==> src/rtl/word_fetch_controller.sv <==
// Fetches one random word: requests an index from the generator, validates it
// (range, no immediate repeat, bounded retries), then reads its letters from a registered ROM.
module word_fetch_controller #(
    parameter int WORD_COUNT = 100,
    parameter int WORD_LEN   = 5,
    parameter int CHAR_W     = 5,
    parameter int MAX_RETRY  = 7
) (
    input  logic                       clk,
    input  logic                       reset,
    input  logic                       start_i,
    output logic                       grab_word_o,
    input  logic [6:0]                 random_num_i,
    output logic [8:0]                 rom_addr_o,
    input  logic [CHAR_W-1:0]          rom_data_i,
    output logic [WORD_LEN*CHAR_W-1:0] word_o,
    output logic [6:0]                 word_index_o,
    output logic                       word_valid_o,
    output logic                       busy_o,
    output logic                       error_o
);
    localparam int RW = $clog2(MAX_RETRY + 1);
    localparam int KW = $clog2(WORD_LEN + 1);

    typedef enum logic [2:0] {IDLE, REQ, SAMPLE, CHECK, FETCH, DONE, ERR} state_t;

    state_t                       state_q;
    logic [6:0]                   cand_q;
    logic [6:0]                   prev_index_q;
    logic                         have_prev_q;
    logic [RW-1:0]                retry_q;
    logic [KW-1:0]                k_q;
    logic                         grab_word_q;
    logic [8:0]                   rom_addr_q;
    logic [WORD_LEN*CHAR_W-1:0]   word_q;
    logic [6:0]                   word_index_q;
    logic                         word_valid_q;
    logic                         busy_q;
    logic                         error_q;

    logic                         reject_d;
    logic [8:0]                   base_d;

    assign reject_d = (cand_q == 7'd0) ||
                      (32'(cand_q) > 32'(WORD_COUNT)) ||
                      (have_prev_q && (cand_q == prev_index_q));
    assign base_d   = (9'(cand_q) - 9'd1) * 9'(WORD_LEN);

    always_ff @(posedge clk or posedge reset) begin
        if (reset) begin
            state_q      <= IDLE;
            cand_q       <= '0;
            prev_index_q <= '0;
            have_prev_q  <= 1'b0;
            retry_q      <= '0;
            k_q          <= '0;
            grab_word_q  <= 1'b0;
            rom_addr_q   <= '0;
            word_q       <= '0;
            word_index_q <= '0;
            word_valid_q <= 1'b0;
            busy_q       <= 1'b0;
            error_q      <= 1'b0;
        end else begin
            case (state_q)
                IDLE, DONE, ERR: begin
                    if (start_i) begin
                        state_q      <= REQ;
                        grab_word_q  <= 1'b1;
                        busy_q       <= 1'b1;
                        word_valid_q <= 1'b0;
                        error_q      <= 1'b0;
                        retry_q      <= '0;
                    end
                end
                REQ: begin
                    grab_word_q <= 1'b0;
                    state_q     <= SAMPLE;
                end
                SAMPLE: begin
                    cand_q  <= random_num_i;
                    state_q <= CHECK;
                end
                CHECK: begin
                    if (reject_d) begin
                        if (retry_q == RW'(MAX_RETRY)) begin
                            state_q      <= ERR;
                            error_q      <= 1'b1;
                            word_valid_q <= 1'b0;
                            busy_q       <= 1'b0;
                        end else begin
                            retry_q     <= retry_q + 1'b1;
                            grab_word_q <= 1'b1;
                            state_q     <= REQ;
                        end
                    end else begin
                        word_index_q <= cand_q;
                        rom_addr_q   <= base_d;
                        k_q          <= '0;
                        state_q      <= FETCH;
                    end
                end
                FETCH: begin
                    // k_q counts FETCH cycles; letter i arrives from the ROM when k_q == i+1
                    if (k_q < KW'(WORD_LEN - 1))
                        rom_addr_q <= rom_addr_q + 9'd1;
                    for (int i = 0; i < WORD_LEN; i++) begin
                        if (k_q == KW'(i + 1))
                            word_q[i*CHAR_W +: CHAR_W] <= rom_data_i;
                    end
                    if (k_q == KW'(WORD_LEN)) begin
                        state_q      <= DONE;
                        word_valid_q <= 1'b1;
                        busy_q       <= 1'b0;
                        prev_index_q <= word_index_q;
                        have_prev_q  <= 1'b1;
                    end else begin
                        k_q <= k_q + 1'b1;
                    end
                end
                default: state_q <= IDLE;
            endcase
        end
    end

    assign grab_word_o  = grab_word_q;
    assign rom_addr_o   = rom_addr_q;
    assign word_o       = word_q;
    assign word_index_o = word_index_q;
    assign word_valid_o = word_valid_q;
    assign busy_o       = busy_q;
    assign error_o      = error_q;
endmodule
==> config.mk <==
export PLATFORM = sky130hd
export DESIGN_NAME = word_fetch_controller
export DESIGN_NICKNAME = d
export VERILOG_FILES = /design/src/rtl/word_fetch_controller.sv
export SDC_FILE = /design/constraint.sdc
export NUM_CORES = 1
export LEC_CHECK = 0
export CAP_MARGIN = 15
export CORE_ASPECT_RATIO = 0.9
export CORE_MARGIN = 8
export CORE_UTILIZATION = 55
export CTS_BUF_LIST = sky130_fd_sc_hd__clkbuf_8
export DETAILED_ROUTE_END_ITERATION = 10
export GPL_ROUTABILITY_DRIVEN = 0
export PLACE_DENSITY = 0.82
export REMOVE_ABC_BUFFERS = 1
export SLEW_MARGIN = 20
export SYNTH_ARGS = -nofsm -noshare
export SYNTH_HDL_FRONTEND = slang
export SYNTH_SLANG_ARGS = --single-unit
export TNS_END_PERCENT = 50
==> constraint.sdc <==
create_clock -name clk -period 3.68 [get_ports clk]
set_input_delay 0.368 -clock clk [delete_from_list [all_inputs] [get_ports clk]]
set_output_delay 0.368 -clock clk [all_outputs]
set_load 0.005 [all_outputs]
### After elaboration in Yosys (flattened, before gate mapping)

Index checks and enable logic that the tools add are counted.
Widths: inputs -> output; s select.

| cells by class | value |
|---|---|
| $add $sub $neg | 4 |
| $mul | 1 |
| div/mod/pow operators | 0 |
| order comparisons | 2 |
| equal/unequal tests | 21 |
| shift-type cells | 0 |
| mux-type cells | 29 |
| bitwise logic cells | 1 |
| reduce and logical (&&, ||, !) cells | 23 |

Operators by type and width:

| cell | count |
|---|---|
| $mux 3 | 9 |
| $eq 3x3->1 const B | 6 |
| $mux 9 | 2 |
| $pmux 9 s2 | 1 |
| $ne 2x2->1 const B | 8 |
| $pmux 3 s5 | 1 |
| $reduce_and 2->1 | 7 |
| $eq 3x2->1 const B | 4 |
| $pmux 3 s2 | 2 |
| $reduce_and 4->1 | 3 |
| $mux 1 | 10 |
| $add 9x1->9 const B | 1 |
| $mul 9x3->9 const B | 1 |
| $pmux 1 s3 | 3 |
| $sub 7x1->8 const B | 1 |
| $eq 7x7->1 | 1 |
| $gt 7x7->1 const B | 1 |
| $logic_not 7->1 | 1 |
| $add 3x1->3 const B | 2 |
| $eq 3x1->1 const B | 2 |
| $reduce_and 3->1 | 2 |
| $reduce_bool 3->1 | 2 |
| $reduce_and 5->1 | 1 |
| $reduce_bool 2->1 | 2 |
| 7 further kinds | 8 |

| storage, ports and cells | value |
|---|---|
| bits in registers | 69 |
| latch bits | 0 |
| RAM bits | 0 |
| bits in read-only memories | 0 |
| input port bits | 15 |
| output and inout port bits | 45 |
| word-level logic and storage cells | 98 |
| memories kept | 0 |

### Depth between registers and ports, before layout

Gate-level depths: netlist (run 1).

| logic depth | value |
|---|---|
| depth after elaboration | 5 |
| gate-level depth with buffers | 14 |
| mapped depth without buffers | 14 |

### Least setup slack after synthesis (run 1)

Ideal clock, no wire load.

| timing | value |
|---|---|
| kind | flip-flop to flip-flop |
| start point | reg cand_q[0] |
| end point | reg rom_addr_q[7], in the netlist rom_addr_o[7] |
| setup time | 0.121 ns |
| arrival time | 2.621 ns |
| required time | 3.559 ns |
| path slack | 0.938 ns |
| stages on the path, launching flop included | 12 |
| path buffers | 0 |
| clock period less this slack | 2.742 ns |
| cells stage by stage | dfrtp_1 inv_1 ha_1 or4b_4 o21ai_0 nand2b_1 ha_1 ha_1 a21oi_1 xor2_1 a21oi_1 o22a_1 |

| on the way | value |
|---|---|
| word-level cells in the longest chain between the ends | 5 |
| elaborated cells on any way between the ends | 12 |
| classes of those cells | 1 x add/sub; 1 x mul; 1 x order compare; 2 x eq/ne; 2 x mux; 5 x reduce/logical |

RTL lines:

| element | line | source |
|---|---|---|
| from (decl) | 28 | `logic [6:0] cand_q;` |
| from (signal assigned) | 81 | `cand_q <= random_num_i;` |
| parallel branches: the longest is 5 deep, another holds $mul 9x3->9 | n/a |  |
| to (signal assigned) | 98 | `rom_addr_q <= base_d;` |
| to (signal assigned) | 106 | `rom_addr_q <= rom_addr_q + 9'd1;` |
| to (decl) | 34 | `logic [8:0] rom_addr_q;` |

Parallel ways; which one is timed is not known. The select of a mux whose other input is x is not followed.
A chain may end at the register's enable or synchronous reset.

### Worst setup path in the final report (run 1)

Same ends and word-level chain as after synthesis.

==> results of run 1 <==
-- power groups by stage --
stage	Clock, mW	Sequential [mW]	Combinational (mW)
3_5_place_dp	0	1.40	2.13
5_1_grt	0.597	1.44	2.41
3_3_place_gp	0	1.38	2.07
4_1_cts	0.562	1.39	2.15
6_report	0.552	1.39	2.14
2_1_floorplan	0	1.34	1.36
-- worst register-to-register path, delay by kind of cell (launching register included) --
kind                     cells  cell delay, ns
adder cells (fa/ha/maj)      3            0.84
AO/OA/AOI/OAI                4            0.70
AND/OR/NAND/NOR              2            0.60
flip-flops                   1            0.45
XOR/XNOR                     1            0.17
buffers and inverters        1            0.15
-- layer usage --
layer,GRT usage (%),vias up
met1,22.2,1313
met3,5.77,12
li1,-,1274
met5,0,-
met4,5.82,0
met2,30.2,74
-- worst paths after layout --
path | from | to | slack (ns) | cells past startpoint
min in group clk | retry_q[0]$_DFFE_PP0P_ | retry_q[0]$_DFFE_PP0P_ | 0.49 | 1
max in group asynchronous | reset | rom_addr_o[7]$_DFFE_PP0P_ | 2.30 | 3
worst max-delay path | cand_q[0]$_DFFE_PP0P_ | rom_addr_o[7]$_DFFE_PP0P_ | 0.66 | 11
worst min-delay path | reset | busy_o$_DFFE_PP0P_ | 0.44 | 2
worst max register to register | cand_q[0]$_DFFE_PP0P_ | rom_addr_o[7]$_DFFE_PP0P_ | 0.66 | 11
worst min register to register | retry_q[0]$_DFFE_PP0P_ | retry_q[0]$_DFFE_PP0P_ | 0.49 | 1
-- state kept, by name, indices dropped and copies added (netlist names) --
register	flops
k_q	3
error_o	1
prev_index_q	7
word_valid_o	1
retry_q	3
state_q	3
grab_word_o	1
word_index_o	7
cand_q	7
rom_addr_o	9
word_o	25
busy_o	1
have_prev_q	1
-- area by class of cell --
class	instances	area (µm²)	share of cell area [%]
Multi-Input combinational cell	229	1750	39.2
Sequential cell	69	1730	38.8
Timing Repair Buffer	64	628	14.1
Clock buffer	11	151	3.40
Tap cell	90	113	2.53
Inverter	16	60.1	1.35
Clock inverter	5	27.5	0.618
-- cells by family after synthesis --
logic type	count (synthesis)
fa+ha+maj	19
simple gates	86
flops	69
compound gates	63
xor+xnor	16
buf+inv	31
mux	45
-- stage by stage --
step / instances / total power [mW] / worst slack, ns / utilization [%]
6_report: 484 / 4.08 / 0.663 / 68.7
3_5_place_dp: 468 / 3.53 / 0.697 / 66.0
2_1_floorplan: 314 / 2.70 / 0.929 / -
3_3_place_gp: 468 / 3.44 / 0.822 / 66.0
5_1_grt: 484 / 4.45 / 0.396 / 68.7
4_1_cts: 484 / 4.10 / 0.650 / 68.7
-- layout by cell type, fill, tap and decap left out, types with 2 or more instances in the layout --
cell type        synthesis  layout
o21ai_1                  4       4
dfrtp_1                 69      69
clkdlybuf4s50_1          0      59
mux2_2                  39      39
xor2_1                   8       8
buf_4                    2       5
a21o_1                   3       3
xnor2_1                  8       8
mux2i_1                  2       2
nand3_1                  7       7
clkbuf_8                 0      11
a2bb2oi_2                2       2
inv_1                   16      17
o21bai_1                 2       2
nor2_1                  18      18
nor3_1                   7       7
nand2b_1                 4       4
ha_1                    18      18
or2_2                    3       3
and3_1                   4       4
and2_1                   2       2
mux2_1                   4       4
nand2_1                 28      28
o22ai_1                  3       3
nor2b_1                  5       5
a21oi_1                 19      19
o22a_1                   2       2
o21ai_0                 15      15
clkinvlp_4               0       2
==> flow_summary.toml, run 1 <==
[status]
status = "finished, final reports clean"

[yosys]
yosys.area.top_type = "dfrtp_1"
synth_compound_area_share_pct = 11.6
yosys_warnings = 0
ys_ff_latch = 69
ys_types = 51
netlist.area_leader.share_pct = 47.8
synthSimpleGateAreaFrac_pct = 12.1
syn_avg_cell_area_um2 = 11.0
yosysMostFrequentCell = "dfrtp_1"
synth_xor_xnor_area_share_pct = 3.88
synth_edf_count = 0
synth.top_cells.by_area = "dfrtp_1, mux2_2, ha_1"
yosys.area_share.adder_pct = 6.78
synth_top_family_by_area = "multiplexers"
ys_seq_area_share_pct = 47.8
synth_cells = 329
ys.flop_type = "dfrtp_1"
synth_area_um2 = 3610
synth.cells.most_frequent = "dfrtp_1, mux2_2, nand2_1"
yosys-mux-area-fraction_pct = 13.9
async_reset_ff_share_pct = 100

[cells_and_area]
layout-drive-gt1-share_pct = 18.0
nets = 423
syn2layout_area_growth_pct = 23.2
nFillCells = 472
fin_area_um2 = 4450
insertedDiodeCount = 0

[critical_path]
cpMostUsedCell = "ha_1"
critical_path_class = "reg2reg"
path_cells = "inv_1, ha_1, or4b_4, o21ai_0, nand2b_1, ha_1, ha_1, a21oi_1, xor2_1, a21oi_1, o22a_1"
critical-path-slowest-cell = "or4b_4"
max_stage_delay_ns = 0.50
crit_path_max_fanout = 5
cp_num_buf_inv = 1
start_kind = "flip-flop"
end_kind = "flip-flop"
crit_arrival_ns = 3.24
cp_top_family = "adder cells"
cp_data_required_time_ns = 3.90

[place]
port_buffers = 59
post-dp-hpwl_um = 5860
post_dp_cell_area_um2 = 4280

[route]
drt_iter0_drc = 92
first_pass_iters = 4
wl_met1_um = 3510
vias = 2673
wl_met2_um = 3880
vias_per_cell = 5.52
top_layer_used = "met4"
ant_nets = 0
wire_per_inst_um = 16.5
drc = 0
wl_um = 8000
wl_met3_um = 503

[clock_tree]
worstSkewPairLatency_ns = 0.34
ctsResizeCount = 0
cts_hold_buf = 0
htree_levels = 3
cts_tree = "done"
cts_made_buffers = 9
clock_path_buffers = 2
cts_setup_buffers = 0
cts.clk_slew.worst_paths_ns = 0.07
cts.sinks = 69
cts_root_buf = "clkbuf_8"

[run]
max_cap_viol_count = 0

[grt]
grt_pass1_wl_um = 13700
grt_pass1_vias = 2856
grt_max_degree = 38
grt_antenna_before_repair = 0
gr-total-overflow = 0
grt_use_total_pct = 18.3

[timing]
whs_ns = 0.438
fmax_mhz = 331
slew_headroom_pct = 51.5
final.period_utilization_pct = 82.0
hold_viol = 0
tightestPinTransition_ns = 0.727
final-setup-viol-count = 0
skew_ns = 0.00720
finalSetupTns_ns = 0
rsz0062_at_grt = "false"
slew_violations = 0
min_period_ns = 3.02

[pwr]
p_leak_nw = 2.03
swShare_pct = 38.7
intPower_mw = 2.50
switching_power_mw = 1.58
max-vdd-ir-drop_mv = 0.628
comb_power_share_pct = 52.4
clockPowerShare_pct = 13.5
power.density_nw_per_um2 = 916
power.share.sequential_pct = 34.1

[die]
die_x_um = 101
dieArea_um2 = 9430
num_io_pins = 60
fp.coreArea_um2 = 6480
die_h_um = 92.9
rows = 28
initial_utilization_pct = 55.8

[worst_hold_path]
holdCritPathClass = "in2async"
Power figures use the tool's default switching activity.
==> run 2: changes to the inputs <==
==> constraint.sdc (replaced) <==
create_clock -name clk -period 3 [get_ports clk]
set_input_delay 0.3 -clock clk [delete_from_list [all_inputs] [get_ports clk]]
set_output_delay 0.3 -clock clk [all_outputs]
set_load 0.005 [all_outputs]
==> flow_summary.toml, run 2 (synthesis gave the netlist of run 1 again) <==
[critical_path]
end_kind = "flip-flop"
start_kind = "flip-flop"
r2r_start = "cand_q[0]$_DFFE_PP0P_"
cp_data_required_time_ns = 3.24
critical_path_class = "reg2reg"
crit_start = "cand_q[0]$_DFFE_PP0P_"
crit_path_max_fanout = 4
crit_arrival_ns = 3.06

[pwr]
clockPowerShare_pct = 15.0
intPower_mw = 3.16
switching_power_mw = 1.95
p_leak_nw = 2.06
power.share.sequential_pct = 32.7
max-vdd-ir-drop_mv = 0.699
power.density_nw_per_um2 = 1130
comb_power_share_pct = 52.3
swShare_pct = 38.1

[die]
fp.coreArea_um2 = 6480
initial_utilization_pct = 55.8
dieArea_um2 = 9430
die_h_um = 92.9
rows = 28
num_io_pins = 60
die_x_um = 101

[grt]
top_usage_layer = "met2"
grt_pass1_vias = 2669
use_met3_pct = 5.32
use_met1_pct = 23.0
grt_pass1_wl_um = 13300
gr-total-overflow = 0
grt_use_total_pct = 17.9
met2_usage_pct = 29.0
grt_max_degree = 70
grt_antenna_before_repair = 0

[timing]
hold_viol = 0
finalWorstSetupSlack_ns = 0.178
final.period_utilization_pct = 94.1
slew_violations = 0
skew_ns = 0.00407
tightestPinTransition_ns = 0.868
whs_ns = 0.489
slew_headroom_pct = 42.1
rsz0062_at_grt = "false"
finalSetupTns_ns = 0
final-setup-viol-count = 0
fmax_mhz = 354
min_period_ns = 2.82

[route]
ant_nets = 0
wire_per_inst_um = 15.9
vias = 2658
drt_iter0_drc = 121
first_pass_iters = 4
wl_um = 7790
drc = 0
vias_per_cell = 5.44

[place]
post-dp-hpwl_um = 5750
port_buffers = 59
dpl.cell_count = 473
post_dp_cell_area_um2 = 4310
pre_cts_slack_ns = 0.120

[clock_tree]
cts.sinks = 69
cts_hold_buf = 0
clock_path_buffers = 2
cts_setup_buffers = 0
htree_levels = 3
cts_root_buf = "clkbuf_8"
worstSkewPairLatency_ns = 0.35
cts_tree = "done"
cts_made_buffers = 9
ctsResizeCount = 0
cts.clk_slew.worst_paths_ns = 0.08

[cells_and_area]
final_cells = 489
syn2layout_area_growth_pct = 25.0
layout-drive-gt1-share_pct = 20.1
insertedDiodeCount = 0
nets = 428
fin_area_um2 = 4520
layout_common_cells = "dfrtp_1, clkdlybuf4s50_1, mux2_2"
largest_register_ffs = 25
final_common_cell = "dfrtp_1"

[worst_hold_path]
holdCritPathClass = "reg2reg"
hold_start = "error_o$_DFFE_PP0P_"

[run]
max_cap_viol_count = 0

[status]
status = "finished, final reports clean"
run 2: changes by cell type in the layout (fill, tap and decap cells not counted), sizes merged:
cell / delta
buf: +5
bufinv: +1
clkbuf: -2
clkinv: +3
clkinvlp: -1
inv: -1
run 2: path summary, 6_finish.rpt:
| check | slack, ns | endpoint | depth (start not counted) |
|---|---|---|---|
| worst max-delay path | 0.18 | rom_addr_o[7]$_DFFE_PP0P_ | 11 |
| worst min-delay path | 0.49 | error_o$_DFFE_PP0P_ | 2 |
| worst max register to register | 0.18 | rom_addr_o[7]$_DFFE_PP0P_ | 11 |
| worst min register to register | 0.49 | error_o$_DFFE_PP0P_ | 2 |
| max in group asynchronous | 1.91 | rom_addr_o[3]$_DFFE_PP0P_ | 3 |
| min in group asynchronous | 0.54 | retry_q[0]$_DFFE_PP0P_ | 3 |
run 2: per-layer routing:
layer | vias to the layer above | routed length [µm]
li1 | 1279 | -
met1 | 1297 | 3550
met2 | 73 | 3720
met3 | 9 | 444
met4 | 0 | 75
met5 | - | 0
run 2: through the flow:
step | total power [mW] | utilization (%)
6_report | 5.11 | 69.7
4_1_cts | 5.14 | 69.6
5_1_grt | 5.56 | 69.7
3_3_place_gp | 4.26 | 66.5
3_5_place_dp | 4.36 | 66.5
2_1_floorplan | 3.31 | -
run 2: critical path: stages, from the launching register on:
cell      delay (ns)
dfrtp_1         0.38
inv_1           0.12
ha_2            0.21
or4b_4          0.50
o21ai_1         0.19
nand2b_1        0.08
ha_1            0.29
ha_1            0.33
a21oi_1         0.17
xor2_1          0.16
a21oi_1         0.08
o22a_1          0.19
run 2: cell type report:
type | instances | area [µm²]
flip-flops and latches | 69 | 1730
fillers | 485 | 1960
clock inverters | 7 | 73.8
inverters | 16 | 60.1
well taps | 90 | 113
multi-input cells | 229 | 1750
repair buffers | 69 | 666
clock buffers | 9 | 124
run 2: power by group through the flow:
stage	Sequential (mW)	Combinational [mW]	Clock, mW
final	1.67	2.67	0.766
after global routing	1.73	3.00	0.828
after CTS	1.67	2.69	0.778
after detailed placement	1.68	2.67	0
after global placement	1.67	2.60	0
after floorplan	1.65	1.66	0
